<file path="src/rtl/par_to_ser.sv">
// ---------------------------------------------------------------------------
// par_to_ser
//   Parallel-to-serial converter. A word captured on the load strobe is shifted
//   out MSB first, one bit per clock, on a registered serial line that rests
//   at 0 when idle. The producer owns load timing; a load in any state
//   restarts the output with the new word on the next cycle.
//
// Parameters
//   SERIAL_LEN   bits per word (>= 2), also the width of parallel_in
//
// Ports
//   clk          rising-edge clock
//   rst_n        synchronous active-low reset (overrides load)
//   load         capture strobe
//   parallel_in  word to send, only looked at while load=1
//   serial_out   registered serial data, MSB first, 0 when idle
// ---------------------------------------------------------------------------
module par_to_ser #(
   parameter int SERIAL_LEN = 8
) (
   input  logic                  clk,
   input  logic                  rst_n,
   input  logic                  load,
   input  logic [SERIAL_LEN-1:0] parallel_in,
   output logic                  serial_out
);

   localparam int CW = (SERIAL_LEN > 2) ? $clog2(SERIAL_LEN) : 1;

   typedef enum logic {
      IDLE  = 1'b0,
      SHIFT = 1'b1
   } state_t;

   state_t                state_reg,  state_next;
   logic [SERIAL_LEN-1:0] shreg_reg,  shreg_next;
   logic [CW-1:0]         cnt_reg,    cnt_next;
   logic                  serial_reg, serial_next;

   // State and datapath registers
   always_ff @(posedge clk) begin
      if (!rst_n) begin
         state_reg  <= IDLE;
         shreg_reg  <= '0;
         cnt_reg    <= '0;
         serial_reg <= 1'b0;
      end else begin
         state_reg  <= state_next;
         shreg_reg  <= shreg_next;
         cnt_reg    <= cnt_next;
         serial_reg <= serial_next;
      end
   end

   // Next-state and datapath logic.
   // The bit shown on serial_out is always the top bit of shreg_reg, so each
   // shift step presents the bit just below it and moves the register left.
   // cnt_reg counts the bits still to be shown after the current one.
   always_comb begin
      state_next  = state_reg;
      shreg_next  = shreg_reg;
      cnt_next    = cnt_reg;
      serial_next = serial_reg;

      if (load) begin
         // A load restarts from any state; an in-flight word is dropped.
         state_next  = SHIFT;
         shreg_next  = parallel_in;
         cnt_next    = CW'(SERIAL_LEN - 1);
         serial_next = parallel_in[SERIAL_LEN-1];
      end else begin
         case (state_reg)
            IDLE: begin
               serial_next = 1'b0;
            end
            SHIFT: begin
               if (cnt_reg == '0) begin
                  // bit 0 has had its cycle: return the line to rest
                  state_next  = IDLE;
                  shreg_next  = '0;
                  serial_next = 1'b0;
               end else begin
                  cnt_next    = cnt_reg - CW'(1);
                  serial_next = shreg_reg[SERIAL_LEN-2];
                  shreg_next  = {shreg_reg[SERIAL_LEN-2:0], 1'b0};
               end
            end
            default: begin
               state_next  = IDLE;
               serial_next = 1'b0;
            end
         endcase
      end
   end

   assign serial_out = serial_reg;

endmodule

</file>
<file path="config.mk">
export PLATFORM = sky130hd
export DESIGN_NAME = par_to_ser
export DESIGN_NICKNAME = d
export VERILOG_FILES = /design/src/rtl/par_to_ser.sv
export SDC_FILE = /design/constraint.sdc
export NUM_CORES = 1
export LEC_CHECK = 0
export BUFFER_PORTS_ARGS = -buffer_cell sky130_fd_sc_hd__buf_4
export CORE_AREA = 2 2 39 41
export DETAILED_ROUTE_END_ITERATION = 12
export DIE_AREA = 0 0 41 43
export GPL_TIMING_DRIVEN = 0
export PLACE_DENSITY = 0.66
export SLEW_MARGIN = 20
export SYNTH_ARGS = -nofsm -noshare
export SYNTH_HDL_FRONTEND = slang
export SYNTH_SLANG_ARGS = --single-unit
export TNS_END_PERCENT = 50
</file>
<file path="constraint.sdc">
create_clock -name clk -period 1.6 [get_ports clk]
set_input_delay 0.32 -clock clk [delete_from_list [all_inputs] [get_ports clk]]
set_output_delay 0.32 -clock clk [all_outputs]
set_load 0.01 [all_outputs]
</file>
==> impl_metrics.ini <==
[run_status]
status = completed

[yosys]
synth_cells = 65
syn_area_um2 = 584
ys_types = 24
synth-main-ff-cell = dfxtp_1
ys_ff_latch = 12
yosysSeqAreaShare = 0.411
synth_edf_count = 0
synthesis.nets = 78
avgSynthCellArea_um2 = 8.99
synthTopCellsByCount = dfxtp_1 (12), a21oi_1 (7), a31oi_1 (6), nor2b_1 (6), o21ai_0 (6)
synthArstFlopShare = 0
yosysMostFrequentCell = dfxtp_1
yosys-top-cells-area = dfxtp_1 (41%), a31oi_1 (6.4%), nor2b_1 (6.4%)
ys_warn_count = 0
synth.largest_area_cell = dfxtp_1
synth_top_area_share = 0.411

[die]
core.rowCount = 14
boundaryPins = 12
initial_core_util = 0.422
die_w_um = 41
die-area_mm2 = 0.00176
dieHeight_um = 43
core_area_mm2 = 0.00138

[sta]
slew-limit-headroom = 0.748
fin_skew_ns = 0.00204
hold_viol_final = 0
fin_tns_setup_ns = 0
drv_slew = 0
finalCritPeriodShare = 0.852
finalSetupViolCount = 0
tightest_slew_ns = 0.378
rsz0062_at_grt = false
min_period_ns = 1.36
setup_ws_ns = 0.237
max_freq_ghz = 0.734

[routing]
wl_mm = 1.16
drc_errors = 0
dr.pass1.iters = 2
wl_per_cell_um = 12.2
vias_per_cell = 5.34
vias = 507
drtAntennaViolNets = 0
first_iter_violations = 12

[setup_path]
cp_data_required_time_ns = 1.77
crit_fanout = 10
startpoint_type = flop
criticalPathCategory = reg -> reg
crit_start = cnt_reg[0]$_SDFFE_PN0P_
crit_path_top_delay_cell = dfxtp_1
worst-endpoint-arrival_ns = 1.53
path_delay_family = flip-flops
cp-end-kind = flop
crit_chain = inv_1 -> ha_1 -> nand2b_4 -> buf_6 -> a211o_1 -> and3_1
crit_buf_inv = 2
max_stage_delay_ns = 0.33
crit-reg2reg-launch = cnt_reg[0]$_SDFFE_PN0P_

[placement]
place.gp.congestion = 0.739
port_buffers = 10
pre_cts_ws_ns = 0.250
placed_cells = 91
dp_hpwl_um = 810

[hold_path]
hp-start = rst_n
hp-class = in -> reg

[global_route]
grt_pass1_vias = 490
overflow = 0
antenna_found_initial = 0
grt_util_all_layers = 0.161
grt_max_degree = 11
grt_pass1_wl_mm = 2.00

[final_layout]
drive_gt1_frac = 0.278
nets = 93
largest_reg_flops = 7
synthToLayoutAreaGrowth_pct = 22.5
n_antenna_cell = 0
utilization = 0.517
stdcell_count = 95

[job]
maxCapViolCount = 0

[cts]
clk_pin_slew_worst_paths_ns = 0.08
clk_path_buf_depth = 2
root_buffer = clkbuf_4
cts_htree_levels = 1
cts_sinks = 12
cts_hold_buf = 0
cts_resized = 0
clk-insertion-delay-late_ns = 0.27
cts_tree = done
cts_buffers = 3
post_cts_buffers = 0

[power]
pwr-share-comb = 0.180
netSwitchingFraction = 0.255
p_per_area_mw_per_mm2 = 984
vdd_drop_max_v = 0.000526
leakage_nw = 0.307
p_switching_uw = 180
seq_power_share = 0.471
clockPowerShare = 0.350
internal_power_uw = 525
==> through the flow <==
stage | hold WS, ns | area [um^2] | total power, mW
6_report | 0.285 | 716 | 0.705
5_1_grt | 0.288 | 716 | 0.736
4_1_cts | 0.284 | 716 | 0.704
3_5_place_dp | 0.482 | 679 | 0.465
3_3_place_gp | 0.479 | 679 | 0.462
2_1_floorplan | 0.453 | 584 | 0.426
==> metal layers <==
metal / GRT usage / vias up / part of all wire / wire length [um]
met5: 0 / - / 0 / 0
met4: 0.0600 / 0 / 0.0078 / 9
met1: 0.219 / 238 / 0.50 / 580
met3: 0.0471 / 2 / 0.039 / 45
met2: 0.234 / 8 / 0.45 / 522
li1: - / 259 / - / -
==> cells by family (layout without fill, tap and decap cells) <==
kind of cell	count (synthesis)	after routing	synth area share
AOI/OAI and AO/OA	24	24	0.248
adders and majority gates	2	2	0.0428
buffers and inverters	9	23	0.0942
DFF	12	12	0.411
and+or+nand+nor	18	18	0.203
==> placed cells by master, fill, tap and decap left out <==
cell type,count
a211o_1,1
a21boi_0,1
a21oi_1,7
a31oi_1,6
and2_2,2
and2b_1,1
and3_1,1
buf_2,2
buf_4,11
buf_6,2
clkbuf_1,1
clkbuf_4,3
clkbuf_8,1
dfxtp_1,12
ha_1,2
inv_1,3
nand2_1,2
nand2b_4,1
nand4_1,3
nor2b_1,6
nor3_1,1
nor3b_1,1
o21a_1,1
o21ai_0,6
o311a_1,1
o31a_1,1
==> path summary, 6_finish.rpt <==
kind / to / cells after the start / slack [ns]
worst max-delay path: cnt_reg[0]$_SDFFE_PN0P_ / 6 / 0.24
worst min-delay path: cnt_reg[0]$_SDFFE_PN0P_ / 2 / 0.29
worst max register to register: cnt_reg[0]$_SDFFE_PN0P_ / 6 / 0.24
worst min register to register: serial_out$_SDFF_PN0_ / 2 / 0.49
==> layout make-up <==
cell class	instances	area (um^2)
multi-input combinational	44	289
clock buffer	4	36.3
fill	146	668
timing repair buffer	10	75.1
buffer	6	43.8
sequential	12	240
tap	16	20.0
inverter	3	11.3
==> power by group through the flow <==
stage / logic, mW / clock network (mW) / registers, mW
2_1_floorplan: 0.0898 / 0 / 0.336
3_3_place_gp: 0.124 / 0 / 0.338
3_5_place_dp: 0.127 / 0 / 0.339
4_1_cts: 0.127 / 0.245 / 0.331
5_1_grt: 0.143 / 0.259 / 0.334
6_report: 0.126 / 0.247 / 0.332
Power figures use the tool's default switching activity.
